$ cat config.mk
export PLATFORM = sky130hd
export DESIGN_NAME = cpu_trace_buffer
export DESIGN_NICKNAME = d
export VERILOG_FILES = /design/src/rtl/cpu_trace_buffer.sv
export SDC_FILE = /design/constraint.sdc
export NUM_CORES = 1
export LEC_CHECK = 0
export ABC_AREA = 1
export CORE_MARGIN = 10
export CORE_UTILIZATION = 55
export CTS_CLUSTER_SIZE = 40
export DETAILED_ROUTE_END_ITERATION = 12
export PLACE_DENSITY = 0.75
export SLEW_MARGIN = 20
export SYNTH_ARGS = -nofsm -noshare
export SYNTH_HDL_FRONTEND = slang
export SYNTH_SLANG_ARGS = --single-unit
$ cat constraint.sdc
create_clock -name clk -period 8.8 [get_ports clk]
set_input_delay 1.76 -clock clk [delete_from_list [all_inputs] [get_ports clk]]
set_output_delay 1.76 -clock clk [all_outputs]
set_load 0.02 [all_outputs]
$ cat src/rtl/cpu_trace_buffer.sv
// cpu_trace_buffer: armed/triggered capture of CPU (pc, result) samples into a FWFT FIFO.
// Ports: clk/reset (sync, active-high); arm/trig_en/trig_pc/stop control the capture;
// cap_valid/cap_pc/cap_result carry the sample stream; rd_ready/rd_valid/rd_pc/rd_result
// form the first-word-fall-through read side; count, state and sticky dropped report status.
module cpu_trace_buffer #(
  parameter int W = 16,
  parameter int DEPTH = 16,
  localparam int AW = $clog2(DEPTH)
) (
  input  logic          clk,
  input  logic          reset,
  input  logic          arm,
  input  logic          trig_en,
  input  logic [W-1:0]  trig_pc,
  input  logic          stop,
  input  logic          cap_valid,
  input  logic [W-1:0]  cap_pc,
  input  logic [W-1:0]  cap_result,
  input  logic          rd_ready,
  output logic          rd_valid,
  output logic [W-1:0]  rd_pc,
  output logic [W-1:0]  rd_result,
  output logic [AW:0]   count,
  output logic [1:0]    state,
  output logic          dropped
);
  typedef enum logic [1:0] {IDLE, ARMED, CAPTURE, DONE} state_t;
  localparam logic [AW:0] FULL = (AW+1)'(DEPTH);
  localparam logic [AW:0] LAST = FULL - 1'b1;
  state_t st;
  logic [W-1:0] mem_pc [DEPTH];
  logic [W-1:0] mem_res [DEPTH];
  logic [AW-1:0] wptr, rptr;
  logic pop, wr;
  assign state = st;
  always_comb begin
    rd_valid = count != '0;
    pop = rd_valid && rd_ready;
    // ARMED writes only the matching sample and never on a stop cycle
    wr = cap_valid && count != FULL && (st == CAPTURE || (st == ARMED && !stop && cap_pc == trig_pc));
    rd_pc = rd_valid ? mem_pc[rptr] : '0;
    rd_result = rd_valid ? mem_res[rptr] : '0;
  end
  always_ff @(posedge clk)
    if (wr) begin
      mem_pc[wptr] <= cap_pc;
      mem_res[wptr] <= cap_result;
    end
  always_ff @(posedge clk)
    if (reset) begin
      st <= IDLE;
      count <= '0;
      wptr <= '0;
      rptr <= '0;
      dropped <= 1'b0;
    end else begin
      if (wr) wptr <= wptr + 1'b1;
      if (pop) rptr <= rptr + 1'b1;
      count <= count + (AW+1)'(wr) - (AW+1)'(pop);
      case (st)
        IDLE: if (arm) begin
          st <= trig_en ? ARMED : CAPTURE;
          dropped <= 1'b0;
        end
        ARMED: st <= stop ? DONE : wr ? CAPTURE : ARMED;
        CAPTURE: if (stop || (wr && !pop && count == LAST)) st <= DONE;
        DONE: begin
          if (cap_valid) dropped <= 1'b1;
          if (count == '0) st <= IDLE;
        end
      endcase
    end
endmodule

# --- After elaboration in Yosys (flattened, before gate mapping) ---
# Memory sizes are Yosys's and may differ from the RTL's. A register that Yosys moved wholly into a read port is not among the register bits.
# Index checks and enable logic that the tools add are counted.
classes:
  n_addsub: 4
  n_eq_ne: 10
  n_mux: 18
  reduce_logical: 17
op_table:
  columns: ["operator", "count"]
  rows:
  - ["$mux W16", 2]
  - ["$eq A16 B16 Y1", 1]
  - ["$mux W4", 4]
  - ["$mux W2", 6]
  - ["$add A4 B1 Y4 const B", 2]
  - ["$pmux W2 S4", 1]
  - ["$logic_and A1 B1 Y1", 7]
  - ["$ne A2 B2 Y1 const B", 3]
  - ["$reduce_and A3 Y1", 2]
  - ["$add A5 B1 Y5", 1]
  - ["$eq A5 B4 Y1 const B", 1]
  - ["$logic_not A5 Y1", 1]
  - ["$ne A5 B5 Y1 const B", 1]
  - ["$reduce_bool A5 Y1", 1]
  - ["$sub A5 B1 Y5", 1]
  - ["$eq A2 B2 Y1 const B", 2]
  - ["$mux W1", 4]
  - ["$eq A2 B1 Y1 const B", 1]
  - ["$logic_not A1 Y1", 2]
  - ["$logic_not A2 Y1", 1]
  - ["$logic_or A1 B1 Y1", 2]
  - ["$ne A2 B1 Y1 const B", 1]
  - ["$pmux W1 S2", 1]
  - ["$reduce_bool A2 Y1", 1]
totals:
  reg_bits: 16
  ramBits: 512
  input_bits: 55
  n_memories: 2
mem_list:
  columns: ["memory", "words", "width", "rd", "rd_clocked_by_memory_dff", "write_ports", "line_no", "rtl"]
  rows:
  - ["mem_pc", 16, 16, 1, 1, 1, "31", "logic [W-1:0] mem_pc [DEPTH];"]
  - ["mem_res", 16, 16, 1, 1, 1, "32", "logic [W-1:0] mem_res [DEPTH];"]

# --- Logic depth before layout (Yosys ltp) ---
# Gate-level depths: netlist of the first run.
depth:
  word_depth: 10
  depth_mapped: 21
  mapped_depth_nobuf: 21

# --- Least setup slack after synthesis of the first run ---
# Ideal clock, no wire load.
synth_path:
  path_kind: "input-to-reg"
  start: "input port trig_pc[12]"
  end: "memory mem_pc[11][0] (enable)"
  arrival_time_ps: 3859
  t_required_ps: 8379
  slack_ps: 4521
  stages: 11
  path_buffers: 0
  cell_sequence: "nor2_1 nor2_1 nor2_1 nand2_1 nor2_1 nand3_1 nand2_2 nand2_4 clkinv_4 nand3_1 nor2_1"
synth_between:
  elab_chain_cells: 6
synth_lines:
  columns: ["element", "line_no", "rtl"]
  rows:
  - ["start, declared", "14", "input logic [W-1:0] trig_pc,"]
  - ["$eq A16 B16 Y1", "40", "wr = cap_valid && count != FULL && (st == CAPTURE || (st == ARMED && !stop && cap_pc == trig_pc));"]
  - ["$logic_and A1 B1 Y1", "40", null]
  - ["$logic_or A1 B1 Y1", "40", null]
  - ["$logic_and A1 B1 Y1", "40", null]
  - ["via wr", "34", "logic pop, wr;"]
  - ["$mux W1", "45", "if (wr) begin"]
  - ["$mux W1 (not written as such)", "46", "mem_pc[wptr] <= cap_pc;"]
  - ["end, declared", "31", null]
# The timed path passes the listed nets, and every way through them passes these cells.

==> reports/summary.md, run 1 <==
The flow ran to the end, and the final reports show no timing, DRC or antenna violations. The run gives 0 as the number of resized instances in the post-cts repair step. The tools report the clock root buffer master as sky130_fd_sc_hd__clkbuf_16. TritonCTS built the clock tree. The critical path in this run is classified as reg2out. The wire length per cell was 23.5 um; the maximum fanout along the worst path was 80. The tools report the nature of the critical path endpoint as an output port. After layout, the worst setup slack is 2810 ps. In the final layout, flip-flops and latches occupy 15800 sq um.

For the final routed wirelength across all metal layers, the log shows 52900 um. Top flip-flop cell by instance count after synthesis: sky130_fd_sc_hd__edfxtp_1. After the last flow step, the layout net total stands at 1766. Counting the fill cells in the layout gives 2715. The worst hold path passes through 2 cells.

The most numerous cell type found on the critical path is sky130_fd_sc_hd__nor2_1. After synthesis the netlist holds a flip-flop and latch count of 532. For this run, design rule violations remaining after detail routing come to 0. The analysis attributes to cell leakage a power of 7.95 nW. The global-route wire length before repair is 80800 um. The iteration-0 DRC count of the detailed router was 1707; the met2 wire length was 25300 um.

Worst clock skew: 22.1 ps. In the global route stage, overall resource usage came out at 22.2%. The top routing layer in use is met4.

After layout, the minimum clock period comes to 5990 ps. The kind of start point of the critical path was a flop. Initial antenna violation count: 0.

The cell count after synthesis came out at 1629. The power per standard cell area was 272 nW/um^2; the number of cells on the worst reg-to-reg path was 21. From synthesis to final layout, the design area changed by 14.6%. The number of global-route vias before repair is 13870, and the register clock-pin slew on the reported worst setup and hold paths is 60 ps.

The final RePlAce weighted congestion is 0.777. After synthesis, the mean cell area works out to 13.0 sq um. The tools report the first-pass iteration count of the detailed router as 6. The pre-CTS setup slack came out at 3460 ps. Worst flop-to-flop path startpoint: state[0]$_SDFFE_PP0P_. The later pin in the worst-skew pair is clocked with a latency of 570 ps. After detailed routing, the wire length on met1 is 20800 um.

Across all register-to-register paths, the minimum setup slack is 5820 ps. In this run the post-CTS setup repair buffer count came out at 0. The worst-case hold slack is 473 ps. The synthesized cell area is 21300 sq um. The floorplan has 71 rows. The placeable core region came out at 37900 sq um. The number of hold violations in the final report was 0; the final setup TNS was 0 ps. The total overflow left after global routing is 0. For the highest clock frequency the design can meet, the log shows 167 MHz. The required time of the critical path was 7040 ps; the number of vias per cell after detailed routing was 6.17. The post-route antenna net violation count is 0. At the pin with the least slew margin, the transition time is 990 ps.

The share of the Yosys chip area taken by registers is 74.2%. After detailed routing, the met3 layer carries 5360 um of wire. Cells with a size suffix above 1 make up 7.94% of the layout. The initial core utilization is 56.0%, and the post-layout utilization of the core is 64.2%. Worst-case hold path end point: dropped$_SDFFE_PP0P_. The worst register-to-register path ends at count[4]$_SDFF_PP0_.

Startpoint of the most critical hold path: dropped$_SDFFE_PP0P_. The post-synthesis cell type count came out at 30. Across the VDD grid, the largest voltage drop is 172 uV.

The number of enable flip-flop cells after synthesis works out to 512. Post-route clock period utilization: 68.1%. The worst-case headroom to the max-slew limit is 34.0%. The largest single stage delay on the critical path is 760 ps.

Max-cap violations in this run came to 0. The total of hold buffers inserted after clock tree synthesis is 0, and the number of buffers on the longest clock path is 3. The share of flip-flops with an asynchronous set or reset after synthesis was 0%. Entering global routing, the biggest net connects 203 pins. The repair_antennas step left the layout with diodes totalling 0.

Summing all multi-input logic gate instances after layout gives 4880 sq um. Setup violations remaining at the end of the flow were counted as 0. The completed layout was analyzed and its total power is 6.62 mW.

Final count of pins violating max slew: 0. Setup repair after global routing left no endpoint under its margin. The post-DP HPWL is 25900 um, and the quantity of I/O buffers inserted on ports is 95. The die is 217 um wide. Synthesis produced a netlist with a net count of 1698.

The min-delay analysis places its worst path in the category reg2reg. The area of the die is 46900 sq um. The Yosys step of the flow raised 0 warnings.

Across all layers, the routed design uses 13876 vias. Traced cell by cell, the critical path runs through clkinv_2 -> buf_4 -> o21ai_0 -> o22ai_1 -> nor2_1 -> nor2_1 -> o21ai_1 -> a21oi_1 -> clkdlybuf4s50_1. At the worst endpoint, the arrival time is 4230 ps.

Clock tree synthesis inserted a total of 52 buffers. The clock sink total is 532, and the total number of H-tree levels is 2. Cell with the largest stage delay on the worst path: sky130_fd_sc_hd__buf_4. In this run the vertical extent of the chip is 217 um. For this design the top-level I/O count stands at 96.
cell usage after synthesis (2+ instances only):
master                     instances  area [sq um]
sky130_fd_sc_hd__ha_1             13           163
sky130_fd_sc_hd__inv_1            48           180
sky130_fd_sc_hd__clkbuf_1         59           221
sky130_fd_sc_hd__nand3_1          55           275
sky130_fd_sc_hd__xor2_1            4          35.0
sky130_fd_sc_hd__nand2_1          53           199
sky130_fd_sc_hd__o22ai_1          36           225
sky130_fd_sc_hd__buf_1             4          15.0
sky130_fd_sc_hd__inv_2             3          11.3
sky130_fd_sc_hd__o21ai_1          23           115
sky130_fd_sc_hd__o221ai_1         92           806
sky130_fd_sc_hd__xnor2_1           4          35.0
sky130_fd_sc_hd__a21oi_1          45           225
sky130_fd_sc_hd__dfxtp_1          20           400
sky130_fd_sc_hd__buf_4             6          45.0
sky130_fd_sc_hd__buf_6             8          90.1
sky130_fd_sc_hd__or2_2             2          12.5
sky130_fd_sc_hd__clkbuf_2          6          30.0
sky130_fd_sc_hd__nand4_1           5          31.3
sky130_fd_sc_hd__nand2_2           4          25.0
sky130_fd_sc_hd__o21ai_0         260          1300
sky130_fd_sc_hd__nor2_1          337          1260
sky130_fd_sc_hd__buf_2            24           120
sky130_fd_sc_hd__edfxtp_1        512         15400
worst max-delay path: cells and delay by family, from the launching register on:
family                 cells  cell delay, ps
and+or+nand+nor            2             230
AOI/OAI and AO/OA          4             890
buffers and inverters      3            1990
DFF                        1             520
final cells by class:
| cell class | count | share of cell area, % |
|---|---|---|
| well taps | 511 | 2.62 |
| clock inverters | 39 | 1.46 |
| repair buffers | 121 | 4.75 |
| inverters | 53 | 0.868 |
| flip-flops and latches | 532 | 64.8 |
| clock buffers | 57 | 5.50 |
| multi-input cells | 937 | 20.0 |
power by group:
group / internal (mW) / total, mW / switching, mW
logic: 0.529 / 1.53 / 0.997
registers: 2.82 / 2.89 / 0.0707
clock network: 1.28 / 2.20 / 0.927
how the worst max path moves through the flow:
stage / cells after the start / startpoint / end
2_1_floorplan: 11 / trig_pc[12] / mem_pc[11][0]$_DFFE_PP_
3_5_place_dp: 9 / flop / rd_pc[2]
4_1_cts: 9 / flop / rd_pc[2]
5_1_grt: 9 / flop / rd_pc[2]
3_3_place_gp: 9 / flop / rd_pc[2]
6_report: 9 / flop / rd_pc[2]
state kept, by name (all words and copies together), names as in the netlist, named ones only:
register,count
count,5
dropped,1
mem_pc,256
mem_res,256
rptr,4
state,2
wptr,4
routing by layer:
metal	vias to the layer above	global-route usage (%)
met5	-	0
met4	0	6.71
met3	119	4.08
met2	769	36.4
met1	6789	29.7
li1	6199	-
stage by stage:
stage	area (sq um)	instances
after global routing	24400	2250
after floorplan	21300	1629
after detailed placement	22700	2154
final	24400	2250
after global placement	22700	2154
after CTS	24400	2250
cells by family (layout without fill, tap and decap cells):
kind of cell / Yosys count / in the layout / share of synthesized area (%)
flip-flops: 532 / 532 / 74.2
AND/OR/NAND/NOR: 458 / 458 / 8.59
AO/OA/AOI/OAI: 457 / 457 / 12.6
buffers and inverters: 160 / 270 / 3.41
adder cells (fa/ha/maj): 14 / 14 / 0.859
XOR/XNOR: 8 / 8 / 0.330
cells in the final DEF, fill, tap and decap left out, drive strengths merged:
master         instances
fa                     1
or2                    2
buf                   26
inv                   52
edfxtp               512
clkinvlp               2
nor2                 338
a21oi                 45
clkinv                32
o21ai                283
clkbuf                57
a31oi                  1
bufinv                 6
nand2                 58
xnor2                  4
ha                    13
o221ai                92
nand4                  5
clkdlybuf4s50         95
dfxtp                 20
xor2                   4
o22ai                 36
nand3                 55
No activity file was read; power rests on OpenSTA's default activity.
==> run 2, diff against run 1 <==
==> constraint.sdc (replaced) <==
create_clock -name clk -period 5.9 [get_ports clk]
set_input_delay 1.18 -clock clk [delete_from_list [all_inputs] [get_ports clk]]
set_output_delay 1.18 -clock clk [all_outputs]
set_load 0.02 [all_outputs]
==> run 2 against run 1 <==
Effect of this change:
- cell count increased by 0.71%
- critical path type unchanged
- cell area up 0.30%
- highest routed layer unchanged
- non-clock buffer count increased by 18
- sequential share of layout area is 0.20 points lower
==> reports/summary.md, run 2 (synthesis results as in run 1) <==
The run finished with clean final reports. The filler cell count in the final layout is 2704. Dividing the detail-routed via count by the number of cells gives 6.16. The run gives 36.0% as the worst-case headroom to the max-slew limit.

For the pin with the worst max-slew slack, the measured transition is 961 ps. The wire length per cell came out at 23.2 um. The tree is rooted in a sky130_fd_sc_hd__clkbuf_16. Across every metal layer, demand over resource in global routing totals 22.1%. The kind of start point of the critical path was a flop.

TritonCTS built the clock tree. For the pin count of the biggest net entering global routing, the log shows 96. Setup repair after global routing left no endpoint under its margin.

Fraction of final layout cells with drive strength greater than 1: 8.32%. The kind of cell with the highest combined delay along the critical path is buffers and inverters. The wire-length estimate of the detail-placed layout is 29500 um. STA classifies the critical path endpoint as an output port.

The worst IR drop on VDD is 289 uV. The run gives 71 as the number of rows created at floorplan. The clock passes through at most 3 buffers.

Compared with the post-synthesis result, the final layout area differs by 15.0%. Global-route wire length before repair: 81100 um. Summed over all failing endpoints, the final setup total negative slack is 0 ps.

The worst stage delay on the critical path was 700 ps; the highest clock frequency the design can meet was 202 MHz. In the global route stage, met1 resource usage came out at 30.3%. The initial antenna violation count is 0.

The total number of H-tree levels is 2, and the clock sink total is 532. In the final layout, the multi-input gates occupy 4880 sq um. Routability-driven placement finished with a final weighted congestion of 0.835.

The number of antenna diodes in the final layout is 0. The die is 217 um wide. For this run, design rule violations remaining after detail routing come to 0. After the first detailed-routing iteration, the DRC count stood at 1720.

In the layout the commonest cells are sky130_fd_sc_hd__edfxtp_1, sky130_fd_sc_hd__nor2_1, sky130_fd_sc_hd__o21ai_0. After global routing, the most crowded layer is met2. The post-route minimum period works out to 4940 ps. For this design the static power due to leakage is 8.00 nW.

For the number of global-route vias before repair, the log shows 13804. The run gives 52600 um as the final routed wirelength across all metal layers. Across the whole layout, storage elements account for 15800 sq um.

STA puts the critical path data required time at 4720 ps. The number of hold buffers added after CTS was 0. The clock arrives with 15.4 ps of skew. The first detailed-routing pass ran for 5 iterations.

The post-route antenna net violation count was 0. The area of the die came out at 46900 sq um. With fillers left out, the area of the finished cells amounts to 24400 sq um.

In this run, post-CTS repair resized a total of 0 instances. The number of buffers and inverters on the critical path is 2. The library cell used most frequently in the layout, excluding fill and tap cells, is sky130_fd_sc_hd__edfxtp_1. The largest registers in the layout are mem_pc x256, mem_res x256, count x5.

The class of the most critical setup path is reg2out. Data on the critical path arrives at its endpoint at 3760 ps. Die height: 217 um. The final count of pins violating max slew was 0. The number of setup buffers added after CTS is 0.

Global routing consumed, on the met2 layer, 34.9% of the routing resources. Global routing finished with a remaining overflow of 0. Traced cell by cell, the critical path runs through buf_4 -> o21ai_0 -> o22ai_1 -> nor2_1 -> nor2_1 -> o21ai_0 -> a21oi_1 -> clkdlybuf4s50_1. The tools report the total of max-cap violations as 0.

The quantity of I/O buffers inserted on ports was 95; the register clock-pin slew on the reported worst setup and hold paths was 70 ps. In the global route stage, met3 resource usage came out at 4.33%. Post-route clock period utilization: 83.7%. Detailed routing inserted a total of 13961 vias. Number of CTS-inserted buffers: 51. 96 I/O pins were placed. Setup violations remaining at the end of the flow were counted as 0. Among all stages on the critical path, the largest delay is contributed by sky130_fd_sc_hd__dfxtp_4.

For this configuration, the core starts out at a cell density of 56.0%. The maximum fanout along the worst path was 71; the worst-case hold slack was 483 ps. The clock latency at the later pin of the worst-skew pair is 570 ps. After detailed placement, the total cell area comes to 22800 sq um. In this run the worst hold path is classified as reg2reg. For the number of hold violations in the final report, the log shows 0. The final layout contains 1783 nets. In this run the standard cell core region covers 37900 sq um.

In this run the power density over the cells is 400 nW/um^2.
-- run 2: worst register-to-register path, cell delays in order (launching register included) --
cell and delay (ps):
sky130_fd_sc_hd__dfxtp_1 470, sky130_fd_sc_hd__inv_2 70, sky130_fd_sc_hd__nor2_2 140, sky130_fd_sc_hd__nand2_1 70, sky130_fd_sc_hd__nor2_1 100, sky130_fd_sc_hd__nand2_1 50, sky130_fd_sc_hd__nor2_1 120, sky130_fd_sc_hd__nand3_1 120
sky130_fd_sc_hd__nand2_2 110, sky130_fd_sc_hd__nand2_4 80, sky130_fd_sc_hd__clkinv_4 100, sky130_fd_sc_hd__ha_1 230, sky130_fd_sc_hd__inv_1 60, sky130_fd_sc_hd__ha_1 150, sky130_fd_sc_hd__inv_1 60, sky130_fd_sc_hd__fa_1 420
sky130_fd_sc_hd__inv_1 70, sky130_fd_sc_hd__nand2_1 40, sky130_fd_sc_hd__a21oi_1 130, sky130_fd_sc_hd__nor2_1 60, sky130_fd_sc_hd__o21ai_0 140, sky130_fd_sc_hd__a21oi_1 60
-- run 2: power breakdown --
group / internal, mW / switching (mW) / total, mW
registers: 4.21 / 0.0774 / 4.29
clock network: 1.78 / 1.34 / 3.12
logic: 0.808 / 1.55 / 2.36
total: 6.80 / 2.97 / 9.77
-- run 2: worst paths after layout --
kind	from	endpoint	slack [ps]	depth (start not counted)
setup / recovery	flop	rd_pc[6]	960	8
hold / removal	dropped$_SDFFE_PP0P_	dropped$_SDFFE_PP0P_	480	2
setup reg to reg	state[0]$_SDFFE_PP0P_	count[4]$_SDFF_PP0_	2940	21
hold reg to reg	dropped$_SDFFE_PP0P_	dropped$_SDFFE_PP0P_	480	2
-- run 2: cell type report --
class | instances | share of cell area, %
Clock buffer | 64 | 5.77
Tap cell | 511 | 2.62
Inverter | 53 | 0.860
Timing Repair Buffer | 139 | 5.40
Clock inverter | 30 | 0.829
Sequential cell | 532 | 64.6
Multi-Input combinational cell | 937 | 20.0
-- run 2: layer usage --
layer	vias to the layer above	wire length, um
met5	-	0
li1	6238	-
met3	99	5000
met1	6834	21400
met2	790	25000
met4	0	1220
-- run 2: metrics by stage --
stage / power [mW] / instances / setup slack, ps / utilization (%)
after floorplan: 5.78 / 1629 / 2200 / -
final: 9.77 / 2266 / 959 / 64.4
after global placement: 6.65 / 2172 / 1130 / 60.2
after global routing: 10.2 / 2266 / 750 / 64.4
after detailed placement: 6.71 / 2172 / 1130 / 60.2
after CTS: 9.79 / 2266 / 1000 / 64.4
